## config.mk

```make
export PLATFORM = sky130hd
export DESIGN_NAME = fft_stage_sequencer
export DESIGN_NICKNAME = d
export VERILOG_FILES = /design/src/rtl/fft_pkg.sv /design/src/rtl/fft_addr_gen.sv /design/src/rtl/fft_stage_sequencer.sv
export SDC_FILE = /design/constraint.sdc
export NUM_CORES = 1
export LEC_CHECK = 0
export CAP_MARGIN = 10
export CELL_PAD_IN_SITES_DETAIL_PLACEMENT = 0
export CELL_PAD_IN_SITES_GLOBAL_PLACEMENT = 2
export CORE_AREA = 2 2 130 132
export DETAILED_ROUTE_END_ITERATION = 10
export DIE_AREA = 0 0 132 134
export PLACE_DENSITY_LB_ADDON = 0.15
export SETUP_SLACK_MARGIN = 0.02
export SLEW_MARGIN = 0
export SYNTH_ARGS = -nofsm -noshare
export SYNTH_HDL_FRONTEND = slang
export SYNTH_HIERARCHICAL = 1
export SYNTH_SLANG_ARGS = --single-unit
```

## constraint.sdc

```tcl
create_clock -name clk -period 11 [get_ports clk]
set_input_delay 3.3 -clock clk [delete_from_list [all_inputs] [get_ports clk]]
set_output_delay 3.3 -clock clk [all_outputs]
set_load 0.005 [all_outputs]
```

## src/rtl/fft_pkg.sv

```systemverilog
// Shared constants and types for the in-place radix-2 DIT FFT control path.
package fft_pkg;

    localparam int FFT_N_LOG2   = 10;
    localparam int FFT_BFLY_LAT = 4;

    typedef logic [FFT_N_LOG2-1:0] fft_addr_t;

    typedef enum logic [1:0] {
        IDLE,
        ISSUE,
        DRAIN,
        DONE
    } fft_seq_state_e;

endpackage

```

## src/rtl/fft_addr_gen.sv

```systemverilog
// Combinational map from (stage, butterfly index) to the two sample addresses
// and the twiddle ROM index of one radix-2 DIT butterfly.
module fft_addr_gen
    import fft_pkg::*;
#(
    parameter int N_LOG2 = FFT_N_LOG2
) (
    input  logic [3:0]        stage,
    input  logic [N_LOG2-2:0] k,
    output logic [N_LOG2-1:0] addr_a,
    output logic [N_LOG2-1:0] addr_b,
    output logic [N_LOG2-2:0] tw_idx
);

    localparam logic [3:0] TW_TOP = 4'(N_LOG2 - 1);

    logic [N_LOG2-1:0] k_ext;
    logic [N_LOG2-1:0] span;
    logic [N_LOG2-1:0] grp;
    logic [N_LOG2-1:0] pos;
    logic [N_LOG2-1:0] base;
    logic [N_LOG2-1:0] tw_wide;
    logic [3:0]        tw_shift;

    // Groups of 2*span samples; pos selects the pair inside the group and
    // also scales the twiddle exponent so later stages use finer angles.
    always_comb begin
        k_ext    = {1'b0, k};
        span     = {{(N_LOG2-1){1'b0}}, 1'b1} << stage;
        grp      = k_ext >> stage;
        pos      = k_ext & (span - {{(N_LOG2-1){1'b0}}, 1'b1});
        base     = (grp << (stage + 4'd1)) | pos;
        tw_shift = TW_TOP - stage;
        tw_wide  = pos << tw_shift;
        addr_a   = base;
        addr_b   = base + span;
        tw_idx   = tw_wide[N_LOG2-2:0];
    end

endmodule

```

## src/rtl/fft_stage_sequencer.sv

```systemverilog
// Stage/butterfly sequencer for the in-place FFT: issues read addresses and
// twiddle indices, delays them into write-back addresses, drains between stages.
module fft_stage_sequencer
    import fft_pkg::*;
#(
    parameter int N_LOG2   = FFT_N_LOG2,
    parameter int BFLY_LAT = FFT_BFLY_LAT
) (
    input  logic              clk,
    input  logic              rst,
    input  logic              start,
    input  logic              stall,
    output logic              busy,
    output logic              done,
    output logic [3:0]        stage,
    output logic              bfly_valid,
    output logic [N_LOG2-1:0] rd_addr_a,
    output logic [N_LOG2-1:0] rd_addr_b,
    output logic [N_LOG2-2:0] tw_idx,
    output logic              wr_en,
    output logic [N_LOG2-1:0] wr_addr_a,
    output logic [N_LOG2-1:0] wr_addr_b
);

    localparam int              K_W        = N_LOG2 - 1;
    localparam int              CNT_W      = $clog2(BFLY_LAT + 1);
    localparam logic [K_W-1:0]  K_LAST     = '1;
    localparam logic [3:0]      STAGE_LAST = 4'(N_LOG2 - 1);
    localparam logic [CNT_W-1:0] DRAIN_INIT = CNT_W'(BFLY_LAT);
    localparam logic [CNT_W-1:0] DRAIN_LAST = CNT_W'(1);

    typedef struct packed {
        logic              valid;
        logic [N_LOG2-1:0] a;
        logic [N_LOG2-1:0] b;
    } wb_t;

    fft_seq_state_e    state;
    logic [K_W-1:0]    k;
    logic [CNT_W-1:0]  drain_cnt;
    logic [N_LOG2-1:0] gen_a;
    logic [N_LOG2-1:0] gen_b;
    logic [K_W-1:0]    gen_tw;
    wb_t               wb_pipe [BFLY_LAT];

    fft_addr_gen #(
        .N_LOG2 (N_LOG2)
    ) u_addr_gen (
        .stage  (stage),
        .k      (k),
        .addr_a (gen_a),
        .addr_b (gen_b),
        .tw_idx (gen_tw)
    );

    // k holds at its last value through DRAIN and only wraps on the stage change.
    always_ff @(posedge clk) begin
        if (rst) begin
            state      <= IDLE;
            stage      <= '0;
            k          <= '0;
            drain_cnt  <= '0;
            busy       <= 1'b0;
            done       <= 1'b0;
            bfly_valid <= 1'b0;
            rd_addr_a  <= '0;
            rd_addr_b  <= '0;
            tw_idx     <= '0;
        end else begin
            done       <= 1'b0;
            bfly_valid <= 1'b0;
            case (state)
                IDLE: begin
                    if (start) begin
                        state <= ISSUE;
                        stage <= '0;
                        k     <= '0;
                        busy  <= 1'b1;
                    end
                end
                ISSUE: begin
                    if (!stall) begin
                        bfly_valid <= 1'b1;
                        rd_addr_a  <= gen_a;
                        rd_addr_b  <= gen_b;
                        tw_idx     <= gen_tw;
                        if (k == K_LAST) begin
                            state     <= DRAIN;
                            drain_cnt <= DRAIN_INIT;
                        end else begin
                            k <= k + K_W'(1);
                        end
                    end
                end
                DRAIN: begin
                    drain_cnt <= drain_cnt - DRAIN_LAST;
                    if (drain_cnt == DRAIN_LAST) begin
                        if (stage < STAGE_LAST) begin
                            state <= ISSUE;
                            stage <= stage + 4'd1;
                            k     <= '0;
                        end else begin
                            state <= DONE;
                            busy  <= 1'b0;
                        end
                    end
                end
                DONE: begin
                    done  <= 1'b1;
                    state <= IDLE;
                end
                default: state <= IDLE;
            endcase
        end
    end

    // The butterfly pipeline never stalls, so the write-back line shifts every cycle.
    always_ff @(posedge clk) begin
        if (rst) begin
            for (int i = 0; i < BFLY_LAT; i++) begin
                wb_pipe[i] <= '0;
            end
        end else begin
            wb_pipe[0] <= wb_t'{valid: bfly_valid, a: rd_addr_a, b: rd_addr_b};
            for (int i = 1; i < BFLY_LAT; i++) begin
                wb_pipe[i] <= wb_pipe[i-1];
            end
        end
    end

    assign wr_en     = wb_pipe[BFLY_LAT-1].valid;
    assign wr_addr_a = wb_pipe[BFLY_LAT-1].a;
    assign wr_addr_b = wb_pipe[BFLY_LAT-1].b;

endmodule

```

==> results.sh, run 1 <==
export IMPL_place_detailed_hpwl_mm=10.3
export IMPL_muxShareOfSynthArea=0.0337
export IMPL_timing_slew_headroom=0.531
export IMPL_dr_first_iter_drc_count=288
export IMPL_critical_path_class="flip-flop to output pin"
export IMPL_drt_pre_antenna_iters=4
export IMPL_cp_end_kind="output pin"
export IMPL_antenna_found_initial=0
export IMPL_place_area_um2=6790
export IMPL_fin_ws_ns=6.01
export IMPL_utilization=0.454
export IMPL_hold_viol=0
export IMPL_slew_viol_final=0
export IMPL_clkLatencyLatePin_ns=0.42
export IMPL_critPathMaxFanout=41
export IMPL_fmax_ghz=0.201
export IMPL_syn_nets=686
export IMPL_crit_arrival_ns=1.69
export IMPL_synth_area_top_cells="dfxtp_1, nor2b_1, ha_1"
export IMPL_io_buffers=60
export IMPL_path_cells="buf_4 > clkdlybuf4s50_1"
export IMPL_nets=734
export IMPL_seq_power_share=0.452
export IMPL_die_h_um=134
export IMPL_rsz0062_at_grt="no"
export IMPL_synth_fa_ha_area_frac=0.0509
export IMPL_io_pins=61
export IMPL_post_route_drc_count=0
export IMPL_post_cts_buffers=0
export IMPL_worst_pin_slew_ns=0.704
export IMPL_diodes=0
export IMPL_rows=47
export IMPL_slowest_stage="clkdlybuf4s50_1"
export IMPL_synth_area_per_cell_um2=9.20
export IMPL_cts_root_buf="clkbuf_16"
export IMPL_wire_per_inst_um=15.4
export IMPL_vias=4723
export IMPL_cts_sinks=134
export IMPL_synth_top_family_by_area="simple AND/OR/NAND/NOR gates"
export IMPL_path_clk_slew_ns=0.06
export IMPL_syn_instance_count=658
export IMPL_synth_edf_count=0
export IMPL_status="complete, no violations"
export IMPL_setup_violations=0
export IMPL_pre_cts_ws_ns=5.59
export IMPL_synthTopCellsByCount="dfxtp_1, nor2b_1, nand2_1"
export IMPL_htree_levels=4
export IMPL_die_area_um2=17700
export IMPL_yosysMostFrequentCell="dfxtp_1"
export IMPL_leakage_nw=2.78
export IMPL_p_switching_mw=0.269
export IMPL_grt_total_usage=0.169
export IMPL_yosys_area_top_type_share=0.443
export IMPL_power_frac_comb=0.040
export IMPL_slowest_delay_ns=0.59
export IMPL_cts_resized=0
export IMPL_cap_viol_max_count=0
export IMPL_antenna_left=0
export IMPL_worstPathRequired_ns=7.70
export IMPL_fin_crit_ns=4.99
export IMPL_grt_first_pass_wirelength_mm=23.6
export IMPL_finalSetupTns_ns=0
export IMPL_fin_area_um2=7390
export IMPL_drive_above_1_share=0.0821
export IMPL_period_share=0.453
export IMPL_yosys_most_used_dff="dfxtp_1"
export IMPL_numCtsBuffers=17
export IMPL_place_congestion=0.864
export IMPL_grt_pass1_vias=4530
export IMPL_cts_tree="done"
export IMPL_die_x_um=132
export IMPL_core_area_um2=16300
export IMPL_finClkSkew_ns=0.0137
export IMPL_yosysTopAreaCell="dfxtp_1"
export IMPL_clkPwrFrac=0.509
export IMPL_ctsLongestPathBuffers=2
export IMPL_hp_class="flip-flop to flip-flop"
export IMPL_ir_worst_vdd_uv=96.8
export IMPL_start_util=0.371
export IMPL_syn_area_um2=6050
export IMPL_ys_warn_count=6
export IMPL_routed_wl_mm=14.5
export IMPL_ys_seq_area_frac=0.443
export IMPL_synthArstFlopShare=0
export IMPL_synth_compound_area_frac=0.161
export IMPL_synth_seq_cells=134
export IMPL_synthXorXnorAreaFrac=0.0318
export IMPL_p_int_mw=0.844
export IMPL_synth_simple_area_share=0.240
export IMPL_syn2layout_area_growth_pct=22.2
export IMPL_power_density_nw_per_um2=151
export IMPL_swShare=0.242
export IMPL_p_total_mw=1.11
export IMPL_yosys_cell_types_count=67
export IMPL_cts_hold_buf=0
export IMPL_overflow=0
export IMPL_grt_max_degree=76
export IMPL_via_per_inst=5.03
export IMPL_start_kind="flip-flop"
## cells by family after synthesis
group                      count (synthesis)
buffers and inverters                     53
and+or+nand+nor                          267
xor gates and xnor gates                  22
muxes                                     17
adders and majority gates                 24
AOI/OAI and AO/OA                        141
DFF                                      134
## through the flow
stage / hold slack (ns) / cells
after detailed placement: 0.420 / 907
after global routing: 0.443 / 939
after global placement: 0.415 / 907
final: 0.428 / 939
after CTS: 0.431 / 939
after floorplan: 0.414 / 658
## critical path: cells and delay by family (launching register included)
kind / cells / cell delay (ns)
buf+inv: 2 / 0.96
flops: 1 / 0.30
## per-layer routing
metal | vias to the layer above | track usage | share of wire
met5 | - | 0 | 0
met4 | 0 | 0.0604 | 0.012
li1 | 2386 | - | -
met1 | 2222 | 0.207 | 0.45
met2 | 102 | 0.289 | 0.49
met3 | 13 | 0.0412 | 0.040
## area by class of cell
class	instances	area, um^2
timing repair buffer	66	643
sequential	134	2680
clock buffer	17	425
inverter	16	60.1
tap	220	275
clock inverter	15	176
fill	1581	8890
multi-input combinational	471	3130
## worst paths after layout
| kind | from | endpoint | slack, ns | cells past startpoint |
|---|---|---|---|---|
| min reg2reg | wb_pipe[0][9] | wb_pipe[1][9] | 0.43 | 1 |
| max | stage[0] | stage[0] | 6.01 | 2 |
| max reg2reg | stage[0] | rd_addr_b[8] | 6.45 | 17 |
| min | wb_pipe[0][9] | wb_pipe[1][9] | 0.43 | 1 |
## state kept, by name, indices dropped and copies added, names as in the netlist, 2 cells and up
signal	count
drain_cnt	3
k	9
rd_addr_a	10
rd_addr_b	10
stage	4
state	2
tw_idx	9
wb_pipe	84
## power by group through the flow
| stage | Combinational, mW | Clock (mW) | Sequential, mW |
|---|---|---|---|
| after floorplan | 0.0268 | 0 | 0.512 |
| after global placement | 0.0436 | 0 | 0.514 |
| after detailed placement | 0.0446 | 0 | 0.514 |
| after CTS | 0.0448 | 0.582 | 0.503 |
| after global routing | 0.0483 | 0.609 | 0.504 |
| final | 0.0440 | 0.566 | 0.503 |
## cell usage in the layout (no fill, tap or decap), drive strengths merged, types with 6 or more instances in the layout
master         instances
xnor2                 10
nand2b                21
mux2i                 11
nor2                  38
nand3                 15
dfxtp                134
o211ai                 6
o22a                  20
a21oi                 33
nor2b                 94
nor3                  11
buf                    7
a31oi                 11
inv                   26
ha                    23
nand2                 50
clkbuf                17
xor2                  12
clkdlybuf4s50         59
and2                   7
o21ai                 33
(Power assumes the default switching activity.)
==> run 2: changes to the inputs <==
--- a/config.mk
+++ b/config.mk
@@ -8,9 +8,9 @@
 export CAP_MARGIN = 10
 export CELL_PAD_IN_SITES_DETAIL_PLACEMENT = 0
 export CELL_PAD_IN_SITES_GLOBAL_PLACEMENT = 2
-export CORE_AREA = 2 2 130 132
+export CORE_AREA = 2 2 141 143
 export DETAILED_ROUTE_END_ITERATION = 10
-export DIE_AREA = 0 0 132 134
+export DIE_AREA = 0 0 143 145
 export PLACE_DENSITY_LB_ADDON = 0.15
 export SETUP_SLACK_MARGIN = 0.02
 export SLEW_MARGIN = 0
==> constraint.sdc (replaced) <==
create_clock -name clk -period 4.5 [get_ports clk]
set_input_delay 1.35 -clock clk [delete_from_list [all_inputs] [get_ports clk]]
set_output_delay 1.35 -clock clk [all_outputs]
set_load 0.005 [all_outputs]
==> run 2 against run 1 <==
Sequential share of layout area down 0.68 points. Routed wire length up 9.2%. Clock-buffer cell count unchanged. Combinational power up 150%. Clock skew up 0.0032 ns. Sequential power up 140%. Die area up 17%. Largest cell class unchanged. Via count up 0.78%. Worst setup slack worse by 5.5 ns. Non-clock buffer count up 13. Largest power group unchanged. Sequential cell count unchanged. Critical path depth up 12.
==> results.sh, run 2 (synthesis gave the netlist of run 1 again) <==
export IMPL_path_cells="inv_1 > ha_1 > nand2_1 > o21ai_0 > ha_1 > a21o_1 > a21oi_1 > nor2b_1 > o21ai_0 > nand2b_1 > a31oi_1 > o21ai_1 > xor2_1 > o22a_1"
export IMPL_grt_met1_usage=0.209
export IMPL_power_frac_comb=0.041
export IMPL_met3_usage=0.0327
export IMPL_leakage_nw=2.84
export IMPL_fin_area_um2=7540
export IMPL_fmax_ghz=0.253
export IMPL_busiest_layer="met2"
export IMPL_grtUsageMet2=0.244
export IMPL_post_cts_buffers=0
export IMPL_seq_power_share=0.457
export IMPL_p_int_mw=2.01
export IMPL_antenna_left=0
export IMPL_rsz0062_at_grt="no"
export IMPL_hp_class="flip-flop to flip-flop"
export IMPL_worst_pin_slew_ns=0.849
export IMPL_grt_max_degree=88
export IMPL_ctsLongestPathBuffers=2
export IMPL_swShare=0.254
export IMPL_layout_commonest_cell="dfxtp_1"
export IMPL_slowest_stage="ha_1"
export IMPL_cts_hold_buf=0
export IMPL_finalSetupTns_ns=0
export IMPL_cap_viol_max_count=0
export IMPL_period_share=0.877
export IMPL_dr_first_iter_drc_count=328
export IMPL_clkPwrFrac=0.503
export IMPL_post_route_drc_count=0
export IMPL_core_area_um2=19200
export IMPL_top_regs="wb_pipe: 84 flops, rd_addr_a: 10 flops, rd_addr_b: 10 flops"
export IMPL_ir_worst_vdd_uv=240
export IMPL_finClkSkew_ns=0.0169
export IMPL_drt_pre_antenna_iters=4
export IMPL_antenna_found_initial=0
export IMPL_path_clk_slew_ns=0.08
export IMPL_status="complete, no violations"
export IMPL_overflow=0
export IMPL_critical_path_class="flip-flop to flip-flop"
export IMPL_cts_resized=0
export IMPL_place_congestion=0.865
export IMPL_path_delay_family="compound AO/OA/AOI/OAI gates"
export IMPL_drive_above_1_share=0.0984
export IMPL_slowest_delay_ns=0.67
export IMPL_layout_common_cells="dfxtp_1, nor2b_1, clkdlybuf4s50_1"
export IMPL_die_h_um=145
export IMPL_largest_register="wb_pipe"
export IMPL_vias=4760
export IMPL_grt_total_usage=0.156
export IMPL_diodes=0
export IMPL_place_detailed_hpwl_mm=11.4
export IMPL_fin_crit_ns=3.95
export IMPL_grt_first_pass_wirelength_mm=24.9
export IMPL_io_buffers=60
export IMPL_hold_viol=0
export IMPL_nets=747
export IMPL_rows=51
export IMPL_numCtsBuffers=17
export IMPL_wire_per_inst_um=15.9
export IMPL_clkLatencyLatePin_ns=0.43
export IMPL_place_area_um2=6960
export IMPL_die_area_um2=20700
export IMPL_largest_reg_flops=84
export IMPL_worstPathRequired_ns=4.81
export IMPL_cts_tree="done"
export IMPL_start_util=0.315
export IMPL_htree_levels=4
export IMPL_hold_slack_ns=0.425
export IMPL_timing_slew_headroom=0.434
export IMPL_via_per_inst=4.77
export IMPL_io_pins=61
export IMPL_slew_viol_final=0
export IMPL_start_kind="flip-flop"
export IMPL_cts_root_buf="clkbuf_16"
export IMPL_worst_path_buf_inv=1
export IMPL_cts_sinks=134
export IMPL_syn2layout_area_growth_pct=24.5
export IMPL_power_density_nw_per_um2=357
export IMPL_crit_arrival_ns=4.25
export IMPL_die_x_um=143
export IMPL_p_switching_mw=0.683
export IMPL_routed_wl_mm=15.8
export IMPL_setup_violations=0
export IMPL_critPathMaxFanout=15
export IMPL_cp_end_kind="flip-flop"
export IMPL_grt_pass1_vias=4466
## run 2: changes by cell type in the layout (fill, tap and decap cells not counted)
cell        before  now
bufinv_16        1    0
inv_8            4    6
clkinv_8         2    1
inv_6            7    5
buf_12           0    1
clkinvlp_4       1    2
clkinv_4         0    1
buf_4            7   19
## run 2: final timing paths
check / start / end / slack [ns] / cells past startpoint
min: wb_pipe[0][4] / wb_pipe[1][4] / 0.42 / 1
min reg2reg: wb_pipe[0][4] / wb_pipe[1][4] / 0.42 / 1
max: stage[2] / rd_addr_b[7] / 0.55 / 14
max reg2reg: stage[2] / rd_addr_b[7] / 0.55 / 14
## run 2: layout make-up
type                            count  area [um^2]
Clock buffer                       17          425
Inverter                           16         60.1
Fill cell                        1913        11700
Tap cell                          265          332
Timing Repair Buffer               79          753
Sequential cell                   134         2680
Clock inverter                     15          151
Multi-Input combinational cell    471         3130
## run 2: power by group through the flow
| stage | sequential, mW | combinational, mW | clock (mW) |
|---|---|---|---|
| finish | 1.23 | 0.109 | 1.35 |
| floorplan | 1.25 | 0.0654 | 0 |
| detailed placement | 1.26 | 0.112 | 0 |
| global route | 1.23 | 0.121 | 1.46 |
| global placement | 1.26 | 0.111 | 0 |
| CTS | 1.23 | 0.112 | 1.40 |
## run 2: per-layer routing
| layer | wire length, um | share of wire |
|---|---|---|
| met1 | 7590 | 0.48 |
| met2 | 7310 | 0.46 |
| met3 | 547 | 0.035 |
| met4 | 393 | 0.025 |
| met5 | 0 | 0 |
## run 2: worst reg2reg max path, delay by kind of cell, from the launching register on
family,cells,cell delay [ns]
AOI/OAI and AO/OA,7,1.46
DFF,1,0.65
xor gates and xnor gates,1,0.15
and+or+nand+nor,3,0.40
buffers and inverters,1,0.21
adders and majority gates,2,0.99
## run 2: stage by stage
stage	worst slack, ns	cells	utilization	total power, mW
final	0.554	997	0.392	2.69
after detailed placement	0.560	965	0.362	1.37
after global placement	0.565	965	0.362	1.37
after floorplan	0.496	658	-	1.32
after CTS	0.532	997	0.392	2.74
after global routing	0.117	997	0.392	2.81
